**config.mk**
```make
export PLATFORM = sky130hd
export DESIGN_NAME = ps2_keyboard
export DESIGN_NICKNAME = d
export VERILOG_FILES = /design/src/rtl/ps2_keyboard.sv
export SDC_FILE = /design/constraint.sdc
export NUM_CORES = 1
export LEC_CHECK = 0
export CORE_UTILIZATION = 60
export CTS_CLUSTER_DIAMETER = 120
export DETAILED_ROUTE_END_ITERATION = 10
export GPL_ROUTABILITY_DRIVEN = 0
export PLACE_DENSITY = 0.8
export SYNTH_ARGS = -nofsm -noshare
export SYNTH_HDL_FRONTEND = slang
export SYNTH_SLANG_ARGS = --single-unit
```
**constraint.sdc**
```tcl
create_clock -name clk -period 3.2 [get_ports clk]
set_input_delay 0.48 -clock clk [delete_from_list [all_inputs] [get_ports clk]]
set_output_delay 0.48 -clock clk [all_outputs]
set_load 0.005 [all_outputs]
```
**src/rtl/ps2_keyboard.sv**
```systemverilog
// PS/2 set-2 keyboard receiver feeding the Hack KBD register.
// Synchronises the raw PS/2 lines, deframes 11-bit frames, tracks the
// F0 (break) and E0 (extended) prefixes and presents the Hack code of the
// most recently pressed key that is still held.
// Optional feature: define PS2_PARITY_CHECK_EN to reject frames whose
// data+parity ones count is even.
module ps2_keyboard #(
  parameter int TIMEOUT_CYCLES = 25000
) (
  input  logic        clk,
  input  logic        reset,
  input  logic        ps2_clk,
  input  logic        ps2_data,
  output logic [15:0] keycode,
  output logic        byte_valid,
  output logic        frame_error
);

  localparam int TW = $clog2(TIMEOUT_CYCLES + 1);

  typedef enum logic [1:0] {
    IDLE  = 2'd0,
    SHIFT = 2'd1,
    CHECK = 2'd2
  } state_t;

  state_t          state;
  logic            clk_sync1;
  logic            clk_sync2;
  logic            clk_prev;
  logic            data_sync1;
  logic            data_sync2;
  logic [3:0]      bit_cnt;
  logic [7:0]      shift;
  logic            parity_bit;
  logic            stop_bit;
  logic [TW-1:0]   timer;
  logic [7:0]      rx_byte;
  logic            brk;
  logic            ext;
  logic            fall;
  logic [15:0]     code;

  // Frame acceptance rule: stop bit must be 1; parity only when compiled in.
  function automatic logic frame_ok(input logic stop, input logic [7:0] data,
                                    input logic parity);
`ifdef PS2_PARITY_CHECK_EN
    return stop & (^{data, parity});
`else
    return stop & (parity | ~parity) & (data == data);
`endif
  endfunction

  // Set-2 scan code to Hack code; 0 means the key is not mapped.
  function automatic logic [15:0] translate(input logic [7:0] sc, input logic extended);
    logic [15:0] r;
    r = 16'd0;
    if (extended) begin
      case (sc)
        8'h6B:   r = 16'd130;
        8'h75:   r = 16'd131;
        8'h74:   r = 16'd132;
        8'h72:   r = 16'd133;
        default: r = 16'd0;
      endcase
    end else begin
      case (sc)
        8'h1C: r = 16'd65;  8'h32: r = 16'd66;  8'h21: r = 16'd67;
        8'h23: r = 16'd68;  8'h24: r = 16'd69;  8'h2B: r = 16'd70;
        8'h34: r = 16'd71;  8'h33: r = 16'd72;  8'h43: r = 16'd73;
        8'h3B: r = 16'd74;  8'h42: r = 16'd75;  8'h4B: r = 16'd76;
        8'h3A: r = 16'd77;  8'h31: r = 16'd78;  8'h44: r = 16'd79;
        8'h4D: r = 16'd80;  8'h15: r = 16'd81;  8'h2D: r = 16'd82;
        8'h1B: r = 16'd83;  8'h2C: r = 16'd84;  8'h3C: r = 16'd85;
        8'h2A: r = 16'd86;  8'h1D: r = 16'd87;  8'h22: r = 16'd88;
        8'h35: r = 16'd89;  8'h1A: r = 16'd90;
        8'h45: r = 16'd48;  8'h16: r = 16'd49;  8'h1E: r = 16'd50;
        8'h26: r = 16'd51;  8'h25: r = 16'd52;  8'h2E: r = 16'd53;
        8'h36: r = 16'd54;  8'h3D: r = 16'd55;  8'h3E: r = 16'd56;
        8'h46: r = 16'd57;
        8'h29: r = 16'd32;  8'h5A: r = 16'd128; 8'h66: r = 16'd129;
        8'h76: r = 16'd140;
        default: r = 16'd0;
      endcase
    end
    return r;
  endfunction

  // Falling edge of the synchronised PS/2 clock.
  assign fall = clk_prev & ~clk_sync2;

  // Translation of the latched byte under the current extended flag.
  assign code = translate(rx_byte, ext);

  // Two-flop synchronisers plus edge-detect history; idle bus level is 1.
  always_ff @(posedge clk) begin
    if (reset) begin
      clk_sync1  <= 1'b1;
      clk_sync2  <= 1'b1;
      clk_prev   <= 1'b1;
      data_sync1 <= 1'b1;
      data_sync2 <= 1'b1;
    end else begin
      clk_sync1  <= ps2_clk;
      clk_sync2  <= clk_sync1;
      clk_prev   <= clk_sync2;
      data_sync1 <= ps2_data;
      data_sync2 <= data_sync1;
    end
  end

  // Frame receiver FSM: start detect, bit shifting, timeout and frame check.
  always_ff @(posedge clk) begin
    if (reset) begin
      state       <= IDLE;
      bit_cnt     <= 4'd0;
      shift       <= 8'd0;
      parity_bit  <= 1'b0;
      stop_bit    <= 1'b0;
      timer       <= '0;
      rx_byte     <= 8'd0;
      byte_valid  <= 1'b0;
      frame_error <= 1'b0;
    end else begin
      byte_valid  <= 1'b0;
      frame_error <= 1'b0;
      case (state)
        IDLE: begin
          timer   <= '0;
          bit_cnt <= 4'd0;
          if (fall && !data_sync2) begin
            state <= SHIFT;
          end
        end
        SHIFT: begin
          if (fall) begin
            timer   <= '0;
            bit_cnt <= bit_cnt + 4'd1;
            if (bit_cnt < 4'd8) begin
              shift <= {data_sync2, shift[7:1]};
            end else if (bit_cnt == 4'd8) begin
              parity_bit <= data_sync2;
            end else begin
              stop_bit <= data_sync2;
              state    <= CHECK;
            end
          end else if (timer == TW'(TIMEOUT_CYCLES - 1)) begin
            state       <= IDLE;
            bit_cnt     <= 4'd0;
            timer       <= '0;
            frame_error <= 1'b1;
          end else begin
            timer <= timer + TW'(1);
          end
        end
        CHECK: begin
          if (frame_ok(stop_bit, shift, parity_bit)) begin
            byte_valid <= 1'b1;
            rx_byte    <= shift;
          end else begin
            frame_error <= 1'b1;
          end
          bit_cnt <= 4'd0;
          state   <= IDLE;
        end
        default: begin
          state   <= IDLE;
          bit_cnt <= 4'd0;
        end
      endcase
    end
  end

  // Prefix tracking and held-key register driven by each accepted byte.
  always_ff @(posedge clk) begin
    if (reset) begin
      keycode <= 16'd0;
      brk     <= 1'b0;
      ext     <= 1'b0;
    end else if (byte_valid) begin
      if (rx_byte == 8'hF0) begin
        brk <= 1'b1;
      end else if (rx_byte == 8'hE0) begin
        ext <= 1'b1;
      end else begin
        if (brk) begin
          if (code == keycode) begin
            keycode <= 16'd0;
          end
        end else if (code != 16'd0) begin
          keycode <= code;
        end
        brk <= 1'b0;
        ext <= 1'b0;
      end
    end
  end

endmodule

```
After elaboration in Yosys (flattened, before gate mapping)
Memory sizes are Yosys's and may differ from the RTL's. A register that Yosys moved wholly into a read port is not among the register bits.
Index checks and enable logic that the tools add are counted.
W data, S select, Z words.
{ "totals": {"romBits": 1024, "word_cells": 88, "output_inout_bits": 18, "ff_bits": 63, "memories": 1, "input_bits": 4} }
{ "mem_list": {"columns": ["memory", "words", "word_bits", "read_ports", "rd_clocked_by_memory_dff", "write_ports", "line", "text"], "rows": [
  ["(name not given)", 128, 8, 1, 1, 0, "67", "case (sc)"]
]} }
{ "op_classes": {"reduce_logical": 16, "n_lt_le_gt_ge": 1, "eq_ne": 17, "n_mux": 27, "addsub": 2, "bitwise_logic": 8} }
{ "op_table": {"columns": ["operator", "n"], "rows": [
  ["$mux W16", 5],
  ["$eq A8 B7 Y1 const B", 4],
  ["$pmux W8 S4", 1],
  ["$mux W15", 2],
  ["$pmux W15 S2", 1],
  ["$eq A16 B16 Y1", 1],
  ["$eq A8 B8 Y1 const B", 2],
  ["$reduce_bool A16 Y1", 1],
  ["$add A15 B1 Y15 const B", 1],
  ["$eq A15 B15 Y1 const B", 1],
  ["$mux W7", 2],
  ["$mux W2", 5],
  ["$ne A3 B3 Y1 const B", 3],
  ["$mux W4", 2],
  ["$reduce_and A4 Y1", 2],
  ["$mux W1", 7],
  ["$not A1 Y1", 7],
  ["$reduce_and A2 Y1", 3],
  ["$reduce_bool A2 Y1", 3],
  ["$reduce_and A5 Y1", 1],
  ["$add A4 B1 Y4 const B", 1],
  ["$eq A4 B4 Y1 const B", 1],
  ["$lt A4 B4 Y1 const B", 1],
  ["$ne A2 B2 Y1 const B", 2],
  ["11 further kinds", 12]
]} }

Depth between registers and ports, before layout
{ "logic_depth": {"ltp_word": 6, "mapped_depth": 12, "ltp_nobuf": 11} }

Least setup slack after synthesis
No wires, ideal clock.
{ "synth_timing": {"path_kind": "register to register", "from": "register state[0]", "to": "register with a tool-made name", "slack_ps": 679, "arrival_time_ps": 2407, "path_stages_with_launch": 13, "setup_time_ps": 114, "required_time_ps": 3086, "n_path_buf": 1, "synth_period_minus_slack_ps": 2521, "path_cell_list": "dfxtp_1 > inv_1 > ha_1 > buf_2 > nand2_1 > a31oi_2 > inv_2 > ha_1 > inv_1 > mux2i_1 > mux2i_1 > o221ai_1 > a21o_1"} }
{ "synth_rtl": {"columns": ["element", "line", "text"], "rows": [
  ["start, declared", "27", "state_t state;"],
  ["start signal, assigned", "115", "state <= IDLE;"],
  ["start signal, assigned", "132", "state <= SHIFT;"],
  ["start signal, assigned", "145", "state <= CHECK;"]
]} }

==> summary.md <==
| Metric | Value |
|---|---|
| Synthesized cell area | `4020 sq um` |
| Final worst-path cycle share | `87.8%` |
| I/O pin total | `22` |
| Synth area leader | `dfxtp_1` |
| Reg2reg start | `state[0]` |
| Synth top cells by count | `dfxtp_1 (63), nor2_1 (52), nand2_1 (49)` |
| Worst Path Arrival | `3050 ps` |
| Failing checks | `DRC` |
| Share of power burned in registers | `50.1%` |
| Pleak | `1.59 nW` |
| Final #Nets | `524` |
| Postcts setup bufs | `0` |
| HP Class | `flop to flop` |
| Clk pin slew, worst setup/hold paths | `80 ps` |
| Avg Inst Size Synth | `7.90 sq um` |
| Placed Cells | `573` |
| Clock power share | `43.9%` |
| DP Worst Slack | `457 ps` |
| Final hold violations | `0` |
| Crit path max fanout | `12` |
| Sequential share of the synthesized area | `31.4%` |
| CP required | `3440 ps` |
| Max-cap viol count | `0` |
| Fillers | `554` |
| Detailed Place HPWL | `6490 um` |
| All-layer global routing usage | `28.6%` |
| DRC | `10` |
| Initial antenna violation count | `0` |
| Distinct cell type count after synthesis | `68` |
| Worst slew pin tran | `850 ps` |
| Synth top area share | `31.4%` |
| Relative max-transition margin | `43.1%` |
| DR WL/cell | `16.3 um` |
| Setup TNS Final | `0 ps` |
| Layout cells sized above 1 | `8.59%` |
| First-pass GRT wire length | `16300 um` |
| Root Driver | `clkbuf_8` |
| Multi-input gate area | `2480 sq um` |
| Area contributors post-synth | `dfxtp_1 (31%), mux2i_1 (5.5%), nor2_1 (4.9%)` |
| HP Start | `data_sync1` |
| Register bit total from synthesis | `63` |
| Largest net degree at the start of global routing | `47` |
| Clock Skew | `16.9 ps` |
| RSZ-0062 raised after global routing | `no` |
| Most used DFF post-synth | `dfxtp_1` |
| Core Rows | `29` |
| Sw Ratio | `25.3%` |
| DRT iter0 DRCs | `305` |
| DR vias | `3831` |
| Final worst slack | `390 ps` |
| Clock Latency Late Sink | `360 ps` |
| EDFF count, synth | `0` |
| Die Wd | `83.9 um` |
| YS warnings | `0` |
| Post-Syn Instances | `509` |
| Crit. Startpoint | `state[0]` |
| Sw Pwr | `0.402 mW` |
| Crit Path Category | `flop to flop` |
| P_int | `1.18 mW` |
| Routed wire length | `9590 um` |
| Diode count | `0` |
| Die Y | `83.9 um` |
| CP endpoint kind | `flop` |
| PD cells | `368 nW/um^2` |
| CTS sink cnt | `63` |
| Slew Limit Fails | `0` |
| Final setup fails | `0` |
| CTS tree | `done` |
| Fmax achieved | `356 MHz` |
| Vias in the first global route | `3486` |
| Sequential cell area | `1260 sq um` |
| ANT nets after route | `0` |
| Share of flip-flops with an asynchronous set or reset | `0%` |
| CTS H-tree lvls | `3` |
| CTS Hold Bufs | `0` |
| Drt via density | `6.50` |
| Post_cts resized | `0` |
| Port Buffers | `13` |
| Final Non-Filler Cells | `589` |
| 1st-pass router iterations | `8` |
| Clock buffer depth | `2` |
| GR Overflow Total | `0` |
| Hold Slack | `410 ps` |
| Layout area overhead | `7.07%` |
| Combinational Power Share | `6.0%` |
| Initial cell density of the core | `62.6%` |
| Worst VDD drop | `0.253 mV` |
| Num CTS Buffers | `9` |
| Startpoint types | `flop` |
| Cell with the most instances after synthesis | `dfxtp_1` |
| Status | `finished, violations left` |
| Core area | `6420 sq um` |
| Die Area | `7030 sq um` |
| Min Tclk post-route | `2810 ps` |
| Flop2flop setup slack | `390 ps` |
cells by family after synthesis:
kind of cell               after synthesis  synth area share [%]
other                                    1                0.0933
adders and majority gates               13                  4.05
muxes                                   22                  5.48
buffers and inverters                   64                  7.56
and+or+nand+nor                        200                  25.9
xor gates and xnor gates                 6                  1.31
AOI/OAI and AO/OA                      140                  24.2
DFF                                     63                  31.4
worst max-delay path, stage by stage (launching register included):
cell	delay, ps
dfxtp_1	340
inv_1	80
ha_1	380
nand2_1	280
a31oi_2	380
inv_2	160
ha_1	270
inv_1	200
mux2i_1	100
mux2i_1	160
o221ai_1	140
a21o_1	210
through the flow:
step	utilization [%]	power (mW)	cell area [sq um]
floorplan	-	0.892	4050
global placement	63.9	0.901	4110
detailed placement	63.9	0.905	4110
CTS	67.0	1.60	4300
global route	67.0	1.65	4300
finish	67.0	1.59	4300
layer usage:
layer	vias to the layer above	wire [um]	part of all wire (%)	global-route usage [%]
li1	1844	-	-	-
met1	1787	4350	45	38.1
met2	177	4350	45	44.9
met3	23	713	7.4	5.34
met4	0	174	1.8	12.7
met5	-	0	0	0
final cells by class:
cell class / instances / share of cell area, %
multi-input cells: 389 / 57.6
well taps: 77 / 2.24
flip-flops and latches: 63 / 29.3
clock buffers: 10 / 2.97
clock inverters: 6 / 1.63
repair buffers: 20 / 4.13
inverters: 24 / 2.09
final timing paths:
| path | to | cells after the start |
|---|---|---|
| setup reg to reg | flop | 11 |
| setup / recovery | flop | 11 |
| hold / removal | data_sync2 | 1 |
| hold reg to reg | data_sync2 | 1 |
cell usage in the layout (no fill, tap or decap), drive strengths merged, types with 12 or more instances in the layout:
| cell | count |
|---|---|
| a21oi | 30 |
| nor2 | 52 |
| nand3 | 15 |
| nor3 | 16 |
| a31oi | 16 |
| o21ai | 25 |
| ha | 13 |
| dfxtp | 63 |
| inv | 23 |
| mux2i | 22 |
| clkdlybuf4s50 | 12 |
| nand2 | 49 |
power by group through the flow:
stage               Clock [mW]  Sequential, mW  Combinational (mW)
floorplan                    0           0.811              0.0811
global placement             0           0.811              0.0902
detailed placement           0           0.812              0.0932
CTS                      0.709           0.794              0.0944
global route             0.748           0.794               0.108
finish                   0.696           0.794              0.0952
(Power assumes the default switching activity.)
